### config.mk
export PLATFORM = sky130hd
export DESIGN_NAME = croc_clk_div
export DESIGN_NICKNAME = d
export VERILOG_FILES = /design/src/rtl/croc_clk_div_pkg.sv /design/src/rtl/croc_clk_div_chan.sv /design/src/rtl/croc_clk_div.sv
export SDC_FILE = /design/constraint.sdc
export NUM_CORES = 1
export LEC_CHECK = 0
export BUFFER_PORTS_ARGS = -buffer_cell sky130_fd_sc_hd__buf_2
export CELL_PAD_IN_SITES_DETAIL_PLACEMENT = 2
export CELL_PAD_IN_SITES_GLOBAL_PLACEMENT = 2
export CORE_MARGIN = 2
export CORE_UTILIZATION = 43
export DETAILED_ROUTE_END_ITERATION = 16
export GPL_ROUTABILITY_DRIVEN = 0
export PLACE_DENSITY = 0.88
export SLEW_MARGIN = 20
export SYNTH_ARGS = -nofsm -noshare
export SYNTH_HDL_FRONTEND = slang
export SYNTH_SLANG_ARGS = --single-unit
### constraint.sdc
create_clock -name clk_i -period 13.93 [get_ports clk_i]
set_input_delay 3.4825 -clock clk_i [delete_from_list [all_inputs] [get_ports clk_i]]
set_output_delay 3.4825 -clock clk_i [all_outputs]
set_load 0.03 [all_outputs]
### src/rtl/croc_clk_div_pkg.sv
// Shared types and constants for the croc_clk_div programmable clock divider.
//   chan_state_e : per-channel divider FSM state
//   MinDiv       : smallest divisor a channel will ever run with
package croc_clk_div_pkg;

  typedef enum logic [1:0] {
    ST_IDLE = 2'd0,
    ST_RUN  = 2'd1,
    ST_STOP = 2'd2
  } chan_state_e;

  localparam int unsigned MinDiv = 2;

endpackage

### src/rtl/croc_clk_div_chan.sv
// One divider channel: counts 0..D-1, drives a duty-balanced divided clock
// (high ceil(D/2) cycles, low floor(D/2) cycles) and a tick at each period
// start. Divisor updates go through a shadow register and only take effect
// on a period boundary (or while idle) so the output never glitches.
//
// Ports
//   clk_i         : clock, all logic on rising edge
//   rst_i         : asynchronous active-high reset
//   en_i          : run request
//   div_i         : new divisor value
//   div_we_i      : one-cycle write strobe for div_i
//   clk_o         : divided clock (flop output)
//   tick_o        : one-cycle pulse on the first cycle of each period
//   div_pending_o : shadow divisor written but not yet active
//   running_o     : channel in RUN or STOP
module croc_clk_div_chan
  import croc_clk_div_pkg::*;
#(
  parameter int unsigned CntWidth   = 16,
  parameter int unsigned DefaultDiv = 610
) (
  input  logic                clk_i,
  input  logic                rst_i,
  input  logic                en_i,
  input  logic [CntWidth-1:0] div_i,
  input  logic                div_we_i,
  output logic                clk_o,
  output logic                tick_o,
  output logic                div_pending_o,
  output logic                running_o
);

  chan_state_e         state_q, state_d;
  logic [CntWidth-1:0] cnt_q, cnt_d;
  logic [CntWidth-1:0] div_q, div_d;
  logic [CntWidth-1:0] shadow_q, shadow_d;
  logic [CntWidth-1:0] half_d;
  logic                pending_q, pending_d;
  logic                clk_q, clk_d;
  logic                tick_q, tick_d;
  logic                run_q, run_d;
  logic                wrap;

  // Divisors below MinDiv cannot produce a high and a low phase.
  function automatic logic [CntWidth-1:0] clamp_div(input logic [CntWidth-1:0] v);
    return (v < CntWidth'(MinDiv)) ? CntWidth'(MinDiv) : v;
  endfunction

  // Last cycle of the current period.
  assign wrap = (state_q != ST_IDLE) && (cnt_q == (div_q - CntWidth'(1)));

  // Next-state, counter, divisor and output decode.
  always_comb begin
    state_d   = state_q;
    cnt_d     = cnt_q;
    div_d     = div_q;
    shadow_d  = shadow_q;
    pending_d = pending_q;
    half_d    = '0;
    run_d     = 1'b0;
    clk_d     = 1'b0;
    tick_d    = 1'b0;

    // A disable seen on the wrap cycle finishes the period straight into IDLE.
    unique case (state_q)
      ST_IDLE: begin
        if (en_i) state_d = ST_RUN;
      end
      ST_RUN: begin
        if (wrap)       state_d = en_i ? ST_RUN : ST_IDLE;
        else if (!en_i) state_d = ST_STOP;
      end
      ST_STOP: begin
        if (wrap)      state_d = en_i ? ST_RUN : ST_IDLE;
        else if (en_i) state_d = ST_RUN;
      end
      default: state_d = ST_IDLE;
    endcase

    if ((state_q == ST_IDLE) || wrap) cnt_d = '0;
    else                               cnt_d = cnt_q + CntWidth'(1);

    // Pending shadow lands on a period boundary or immediately when idle.
    if (pending_q && (wrap || (state_q == ST_IDLE))) begin
      div_d     = clamp_div(shadow_q);
      pending_d = 1'b0;
    end

    // A write on the wrap cycle bypasses the shadow and applies at this wrap.
    if (div_we_i) begin
      shadow_d = div_i;
      if (wrap) begin
        div_d     = clamp_div(div_i);
        pending_d = 1'b0;
      end else begin
        pending_d = 1'b1;
      end
    end

    // ceil(D/2) without widening: floor(D/2) + lsb.
    half_d = (div_d >> 1) + {{(CntWidth-1){1'b0}}, div_d[0]};
    run_d  = (state_d != ST_IDLE);
    clk_d  = run_d && (cnt_d < half_d);
    tick_d = run_d && (cnt_d == '0);
  end

  // State and output registers.
  always_ff @(posedge clk_i or posedge rst_i) begin
    if (rst_i) begin
      state_q   <= ST_IDLE;
      cnt_q     <= '0;
      div_q     <= CntWidth'(DefaultDiv);
      shadow_q  <= CntWidth'(DefaultDiv);
      pending_q <= 1'b0;
      clk_q     <= 1'b0;
      tick_q    <= 1'b0;
      run_q     <= 1'b0;
    end else begin
      state_q   <= state_d;
      cnt_q     <= cnt_d;
      div_q     <= div_d;
      shadow_q  <= shadow_d;
      pending_q <= pending_d;
      clk_q     <= clk_d;
      tick_q    <= tick_d;
      run_q     <= run_d;
    end
  end

  assign clk_o         = clk_q;
  assign tick_o        = tick_q;
  assign div_pending_o = pending_q;
  assign running_o     = run_q;

endmodule

### src/rtl/croc_clk_div.sv
// Multi-channel programmable clock divider: NumChannels independent
// croc_clk_div_chan instances sharing one clock and reset.
//
// Ports
//   clk_i         : clock
//   rst_i         : asynchronous active-high reset
//   en_i          : per-channel run request
//   div_i         : per-channel new divisor
//   div_we_i      : per-channel divisor write strobe
//   clk_o         : per-channel divided clock
//   tick_o        : per-channel period-start pulse
//   div_pending_o : per-channel shadow divisor pending
//   running_o     : per-channel RUN/STOP indication
module croc_clk_div
  import croc_clk_div_pkg::*;
#(
  parameter int unsigned NumChannels = 2,
  parameter int unsigned CntWidth    = 16,
  parameter int unsigned DefaultDiv  = 610
) (
  input  logic                                clk_i,
  input  logic                                rst_i,
  input  logic [NumChannels-1:0]              en_i,
  input  logic [NumChannels-1:0][CntWidth-1:0] div_i,
  input  logic [NumChannels-1:0]              div_we_i,
  output logic [NumChannels-1:0]              clk_o,
  output logic [NumChannels-1:0]              tick_o,
  output logic [NumChannels-1:0]              div_pending_o,
  output logic [NumChannels-1:0]              running_o
);

  // One fully independent divider per channel.
  for (genvar g = 0; g < NumChannels; g++) begin : g_chan
    croc_clk_div_chan #(
      .CntWidth   (CntWidth),
      .DefaultDiv (DefaultDiv)
    ) u_chan (
      .clk_i         (clk_i),
      .rst_i         (rst_i),
      .en_i          (en_i[g]),
      .div_i         (div_i[g]),
      .div_we_i      (div_we_i[g]),
      .clk_o         (clk_o[g]),
      .tick_o        (tick_o[g]),
      .div_pending_o (div_pending_o[g]),
      .running_o     (running_o[g])
    );
  end

endmodule

After elaboration in Yosys (flattened, before gate mapping). Index checks and enable logic that the tools add are counted.

Input bits: 38. Flip-flop bits (word level): 108.

Eq/ne operators: 6. Add/subtract/negate cells: 6. Mux-type cells: 30. Magnitude comparators: 6. Reductions and logical operators: 20.

Operator list (count): 16-bit 2-to-1 mux (12); 16-bit by 2-bit < comparator with 1-bit output (second input constant) (4); 15-bit by 1-bit adder with 16-bit output (2); 16-bit by 1-bit adder with 16-bit output (second input constant) (2); 16-bit equality test (2); 16-bit logical NOT (2); 16-bit < comparator (2); 16-bit by 1-bit subtractor with 16-bit output (second input constant) (2); 2-bit 2-to-1 mux (8); 2-bit one-hot mux with 3 select lines (2); 2-bit nonzero test (6); 1-bit logical AND (8); 1-bit 2-to-1 mux (8); 2-bit by 1-bit equality test with 1-bit output (second input constant) (2); 2-bit equality test (second input constant) (2); 2-bit logical NOT (2); 1-bit logical OR (2).

Depth between registers and ports, before layout. Gate-level depths: netlist of run 1.

Depth in word-level cells: 11. Mapped depth: 32.

Hierarchy. A second synthesis of run 1 with hierarchy kept.

Cell total of the unflattened synthesis: 848. Area, all modules: 7875.1 um2.

By module, submodules not included: croc_clk_div_chan (times used 2, cells each 424, area an instance 3937.5 um2).

Worst setup path after synthesis of run 1. No wires, ideal clock.

Kind: input to register. Start point: in div_we_i[1]. End point: reg g_chan[1].u_chan.clk_q. Stages on the path: 20. Arrival time: 6.744 ns. Path buffers: 1. Setup slack: 7.119 ns. Cell sequence: nand2_1 -> nor2_1 -> buf_2 -> mux2i_1 -> ha_1 -> inv_1 -> a2111oi_2 -> nand4_4 -> nor2_1 -> xnor2_1 -> ha_1 -> a21o_1 -> a21oi_1 -> nor2b_1 -> o21ai_0 -> nand2b_1 -> a21oi_1 -> nor2b_1 -> o21ai_0 -> o2111a_1.

Word-level cells in the longest chain between the ends: 4.

RTL lines: start: declaration (RTL line croc_clk_div.sv:25) `input logic [NumChannels-1:0] div_we_i,`; 16-bit 2-to-1 mux (RTL line croc_clk_div_chan.sv:90) `if (div_we_i) begin`; named net g_chan[1].u_chan.div_d[1] (RTL line croc_clk_div_chan.sv:35) `logic [CntWidth-1:0] div_q, div_d;`; 15-bit by 1-bit adder with 16-bit output (RTL line croc_clk_div_chan.sv:101) `half_d = (div_d >> 1) + {{(CntWidth-1){1'b0}}, div_d[0]};`; 16-bit < comparator (RTL line croc_clk_div_chan.sv:103) `clk_d = run_d && (cnt_d < half_d);`; 1-bit logical AND (RTL line croc_clk_div_chan.sv:103); named net g_chan[1].u_chan.clk_d (RTL line croc_clk_div_chan.sv:39) `logic clk_q, clk_d;`; end signal: assignment (RTL line croc_clk_div_chan.sv:124) `clk_q <= clk_d;`; end: declaration (RTL line croc_clk_div_chan.sv:39).

The timed path passes the listed nets, and every way through them passes these cells. A chain may end at the register's enable or synchronous reset.

Final worst setup path of run 1. Same ends and word-level chain as after synthesis.

==> results of run 1 <==
-- worst max-delay path: stages --
cell and delay, ns:
buf_2 0.39, nand2_1 0.19, nor2_1 0.17, buf_4 0.28, a211oi_1 0.09, a21oi_1 0.34, ha_1 0.27, inv_1 0.07
a2111oi_2 0.46, nand4_4 0.22, nor2_1 0.25, xnor2_1 0.19, ha_1 0.30, a21o_1 0.17, a21oi_1 0.14, nor2b_1 0.05
o21ai_0 0.17, nand2b_1 0.08, a21oi_1 0.16, nor2b_1 0.07, o21ai_0 0.25, o2111a_1 0.27
-- flip-flops by register name (all words and copies together) (netlist names) --
signal,flops
g_chan.u_chan.clk_o,2
g_chan.u_chan.state_q,4
g_chan.u_chan.div_q,32
g_chan.u_chan.cnt_q,32
g_chan.u_chan.running_o,2
g_chan.u_chan.tick_o,2
g_chan.u_chan.div_pending_o,2
g_chan.u_chan.shadow_q,32
-- routing by layer --
metal / global-route usage (%) / vias up / routed length (um)
met1: 42.2 / 3702 / 13000
met4: 14.0 / 0 / 1030
met3: 4.97 / 90 / 1760
li1: - / 2997 / -
met2: 57.0 / 327 / 15900
met5: 0 / - / 0
-- through the flow --
stage / util, % / power [mW]
after global placement: 45.3 / 0.864
after floorplan: - / 0.766
after CTS: 47.0 / 1.23
after global routing: 47.0 / 1.29
after detailed placement: 45.3 / 0.918
final: 47.0 / 1.25
-- final timing paths --
kind,startpoint,end,slack (ns),cells after the start
min in group asynchronous,rst_i,g_chan[1].u_chan.shadow_q[8],3.13,2
setup reg to reg,g_chan[1].u_chan.div_q[0],g_chan[1].u_chan.clk_o,6.17,29
hold reg to reg,g_chan[1].u_chan.shadow_q[0],g_chan[1].u_chan.shadow_q[0],0.53,1
hold / removal,g_chan[1].u_chan.shadow_q[0],g_chan[1].u_chan.shadow_q[0],0.53,1
max in group asynchronous,rst_i,g_chan[0].u_chan.tick_o,9.38,3
setup / recovery,div_we_i[1],g_chan[1].u_chan.clk_o,6.17,22
-- power breakdown --
group | leakage (nW) | internal [mW] | switching, mW
Clock | 0.145 | 0.142 | 0.136
Combinational | 1.97 | 0.184 | 0.312
Sequential | 1.31 | 0.370 | 0.101
-- cells by family after synthesis --
logic type	Yosys count	share of synthesized area (%)
AND/OR/NAND/NOR	301	22.1
AO/OA/AOI/OAI	139	11.9
flip-flops	108	35.0
XOR/XNOR	96	11.0
buffers and inverters	80	4.61
multiplexers	65	9.38
adder cells (fa/ha/maj)	38	6.11
-- cells in the mapped netlist, drive strengths merged (3+ instances only) --
cell type	n	area share [%]
buf	26	2.0
a211oi	3	0.29
clkbuf	26	1.3
nand4b	3	0.34
or3	8	0.71
o2111a	3	0.43
nand4	24	2.7
dfrtp	92	30
nor2b	13	1.0
and3	17	1.4
o211ai	3	0.35
or4	3	0.34
o31ai	5	0.48
o21a	7	0.67
ha	38	6.1
xor2	33	3.7
xnor2	62	7.0
mux2i	10	1.3
a21o	4	0.39
nand3	30	2.0
nor3	28	2.1
o21ai	30	1.9
and2	7	0.56
o22ai	6	0.66
nand2b	7	0.56
a2111oi	4	0.61
a221oi	5	0.56
mux2	55	8.1
nand2	42	2.0
or2	4	0.32
nor3b	6	0.58
and4	5	0.56
inv	28	1.3
a21oi	39	2.5
a31oi	12	0.96
nor2	70	3.4
dfstp	16	5.4
nor4	27	2.8
-- final cells by class --
class | instances | area (um2)
clock inverter | 6 | 71.3
multi-input combinational | 639 | 4710
sequential | 108 | 2720
timing repair buffer | 49 | 255
clock buffer | 10 | 229
inverter | 28 | 108
fill | 1857 | 9460
tap | 229 | 287
antenna | 1 | 2.50
==> metrics.cfg, run 1 <==
[outcome]
status=completed

[synth]
synth-edff-count=0
ys_seq_elements=108
yosysWarnings=0
ys_types=72
ys.flop_type=dfrtp_1
syn_inst=827
avgSynthCellArea_um2=9.42
async_reset_ff_share_pct=100
ys_seq_area_share_pct=35.0
syn_area_mm2=0.00779
synthesis.nets=903

[route]
wirelength_um=31700
routedWlPerCell_um=29.7
vias=7116
vias_per_cell=6.65
post-route-drc-count=0
drt-pass1-iter-count=5
ant_nets=0
drtIter0Drc=519

[clock_network]
ctsHoldBuffers=0
cts_buffer_depth=2
cts_setup_buffers=0
cts_tree=yes
path_clk_slew_ns=0.08
cts-root-buf=clkbuf_16
h-tree-depth=3
cts.sinks=108
cts_buffers=9
clkLatencyLatePin_ns=0.38
cts_resized=0

[timing]
final.min_clock_period_ns=7.76
tightest_slew_ns=1.05
slew_headroom_pct=30.1
post-route-worst-setup-slack_ns=6.17
whs_ns=0.533
timing.fmax_mhz=129
drv_slew=0
setup_violations=0
finalHoldViolCount=0
fin_setup_tns_ns=0
rsz0062_at_grt=false
clock_skew_ns=0.0160
period_share_pct=55.7

[placed_design]
preCtsSetupSlack_ns=6.03
dp_hpwl_um=20800
io_buffers=45
placed_cell_area_mm2=0.00808
post-place-cells=1053

[power]
leakage_nw=3.43
pwr_density_cell_mw_per_mm2=149
ir_drop_uv=68.1

[critical_path]
crit_type=in2reg
start_kind=input port
crit_required_ns=14.23
worstPathArrival_ns=8.06
end_kind=flop
cp_max_fo=20

[die]
dieHeight_um=139
ios=46
die_w_um=139
dieArea_mm2=0.0192
rows=49
initial_core_util_pct=43.6
core_area_mm2=0.0178

[finish]
most-common-layout-cells=dfrtp_1, nor2_1, xnor2_1
design_area_mm2=0.00839
drive_gt1_share_pct=18.2
syn2layout_area_growth_pct=7.70
nNetsFinal=911
layout_commonest_cell=dfrtp_1
stdcell_count=1070

[global_routing]
antenna_found_initial=2
grt-ovfl-total=0
grt_max_degree=74
grt_usage_pct=33.3
grt_pass1_wl_um=49200
grt_pass1_vias=7885

[flow_run]
cap_violations=0

[hold_path]
hp-class=reg2reg

Note: power is estimated with default switching activity, not from simulation.
==> inputs of run 2 (changes only) <==
--- a/config.mk
+++ b/config.mk
@@ -9,10 +9,10 @@
 export CELL_PAD_IN_SITES_DETAIL_PLACEMENT = 2
 export CELL_PAD_IN_SITES_GLOBAL_PLACEMENT = 2
 export CORE_MARGIN = 2
-export CORE_UTILIZATION = 43
+export CORE_UTILIZATION = 40
 export DETAILED_ROUTE_END_ITERATION = 16
 export GPL_ROUTABILITY_DRIVEN = 0
-export PLACE_DENSITY = 0.88
+export PLACE_DENSITY = 0.82
 export SLEW_MARGIN = 20
 export SYNTH_ARGS = -nofsm -noshare
 export SYNTH_HDL_FRONTEND = slang
==> constraint.sdc (replaced) <==
create_clock -name clk_i -period 7.4 [get_ports clk_i]
set_input_delay 1.85 -clock clk_i [delete_from_list [all_inputs] [get_ports clk_i]]
set_output_delay 1.85 -clock clk_i [all_outputs]
set_load 0.03 [all_outputs]
==> run 2 against run 1 <==
  * Global-route usage decreased by 6.7 points
  * Worst setup slack worse by 5.5 ns
  * Sequential share of layout area fell by 0.23 points
  * Design area grew 0.72%
  * Largest cell class unchanged
==> metrics.cfg, run 2 (synthesis gave the netlist of run 1 again) <==
[outcome]
status=completed

[critical_path]
path_buf_inv=3
end_kind=flop
rrSetupSlack_ns=0.67
cp_max_fo=20
start_kind=flop
crit_required_ns=7.70
crit_family=compound AO/OA/AOI/OAI gates
critPathMostFrequentCell=a21oi_1
critPathMaxStageDelay_ns=0.53
r2r-start=g_chan[1].u_chan.div_q[0]
worstReg2RegEnd=g_chan[1].u_chan.clk_o
slowest_stage=or4_4
ff2ff_path_depth=29
worstPathArrival_ns=7.03
crit_type=reg2reg

[die]
rows=51
dieHeight_um=144
dieArea_mm2=0.0206
die_w_um=144
ios=46
initial_core_util_pct=40.4
core_area_mm2=0.0193

[route]
post-route-drc-count=0
vias_per_cell=5.92
routedWlPerCell_um=23.6
ant_nets=0
wirelength_um=26100
drt-pass1-iter-count=4
drtIter0Drc=413
vias=6549

[hold_path]
holdPathStages=1
whs_endpoint=g_chan[0].u_chan.shadow_q[7]
hp-class=reg2reg
hold_path_startpoint=g_chan[0].u_chan.shadow_q[7]

[clock_network]
h-tree-depth=3
cts.sinks=108
cts_tree=yes
cts-root-buf=clkbuf_16
path_clk_slew_ns=0.08
cts_buffers=9
cts_buffer_depth=2
clkLatencyLatePin_ns=0.37

[global_routing]
grt_pass1_vias=7164
grt_max_degree=73
antenna_found_initial=1
grt_usage_pct=26.6
grt-ovfl-total=0
grt_pass1_wl_um=41800

[timing]
fin_setup_tns_ns=0
slew_headroom_pct=35.8
finalHoldViolCount=0
tightest_slew_ns=0.963
timing.fmax_mhz=149
setup_violations=0
clock_skew_ns=0.0125
drv_slew=0
period_share_pct=90.9
post-route-worst-setup-slack_ns=0.673
final.min_clock_period_ns=6.73
rsz0062_at_grt=false

[finish]
layout_commonest_cell=dfrtp_1
most-common-layout-cells=dfrtp_1, nor2_1, xnor2_1
multi_input_area_mm2=0.00472
n_antenna_cell=0
fillers=2128
nNetsFinal=912
drive_gt1_share_pct=18.3
syn2layout_area_growth_pct=8.47
reg_top3=g_chan.u_chan.cnt_q (32), g_chan.u_chan.div_q (32), g_chan.u_chan.shadow_q (32)
area.sequential_mm2=0.00272
stdcell_count=1106

[power]
leakage_nw=3.44
cell_internal_pwr_mw=1.29
ir_drop_uv=122
power_switching_share_pct=42.1
p_switching_uw=936
comb_power_share_pct=38.2
pwr-share-clk_pct=22.6
pwr-share-seq_pct=39.2
pwr_density_cell_mw_per_mm2=263

[placed_design]
dp_hpwl_um=20700
post-place-cells=1090
io_buffers=45
preCtsSetupSlack_ns=0.606

[flow_run]
cap_violations=0

## run 2: worst max-delay path by stage
stage	start	end	slack, ns	cells after the start
after detailed placement	g_chan[1].u_chan.div_q[0]	g_chan[1].u_chan.clk_o	0.61	29
after floorplan	g_chan[1].u_chan.div_q[0]	g_chan[1].u_chan.clk_o	1.56	32
after global placement	g_chan[1].u_chan.div_q[0]	g_chan[1].u_chan.clk_o	1.22	29
after global routing	g_chan[1].u_chan.div_q[0]	g_chan[1].u_chan.clk_o	0.17	29
after CTS	g_chan[1].u_chan.div_q[0]	g_chan[1].u_chan.clk_o	0.52	29
final	g_chan[1].u_chan.div_q[0]	g_chan[1].u_chan.clk_o	0.67	29
## run 2: power groups by stage
stage | combinational, mW | sequential [mW] | clock [mW]
floorplan | 0.667 | 0.775 | 0
global placement | 0.774 | 0.860 | 0
detailed placement | 0.833 | 0.877 | 0
CTS | 0.847 | 0.866 | 0.514
global route | 0.932 | 0.886 | 0.537
finish | 0.849 | 0.872 | 0.503
## run 2: what timing repair did
action,4_1_cts,5_1_grt
gates resized for setup,0,1
hold buffers,0,0
endpoints found under the setup margin,0,1
setup buffers,0,0
## run 2: metrics by stage
stage / power [mW] / utilization (%) / instance area, um2 / hold slack [ns]
final: 2.22 / 43.8 / 8450 / 0.536
after global routing: 2.36 / 43.8 / 8450 / 0.568
after global placement: 1.63 / 42.2 / 8130 / 0.496
after detailed placement: 1.71 / 42.2 / 8130 / 0.523
after CTS: 2.23 / 43.8 / 8430 / 0.540
after floorplan: 1.44 / - / 7790 / 0.469
## run 2: metal layers
metal  wire [um]  global-route usage (%)  up-vias
met4         347                    6.76        0
met3         931                    2.27       26
met1       12600                    38.5     3401
met5           0                       0        -
li1            -                       -     3003
met2       12200                    43.1      119
## run 2: cell type report
type                       count  share of cell area, %
clock inverter                 6                  0.770
sequential                   108                   32.2
timing repair buffer          50                   3.11
multi-input combinational    639                   55.9
clock buffer                  10                   2.83
inverter                      28                   1.27
tap                          265                   3.93
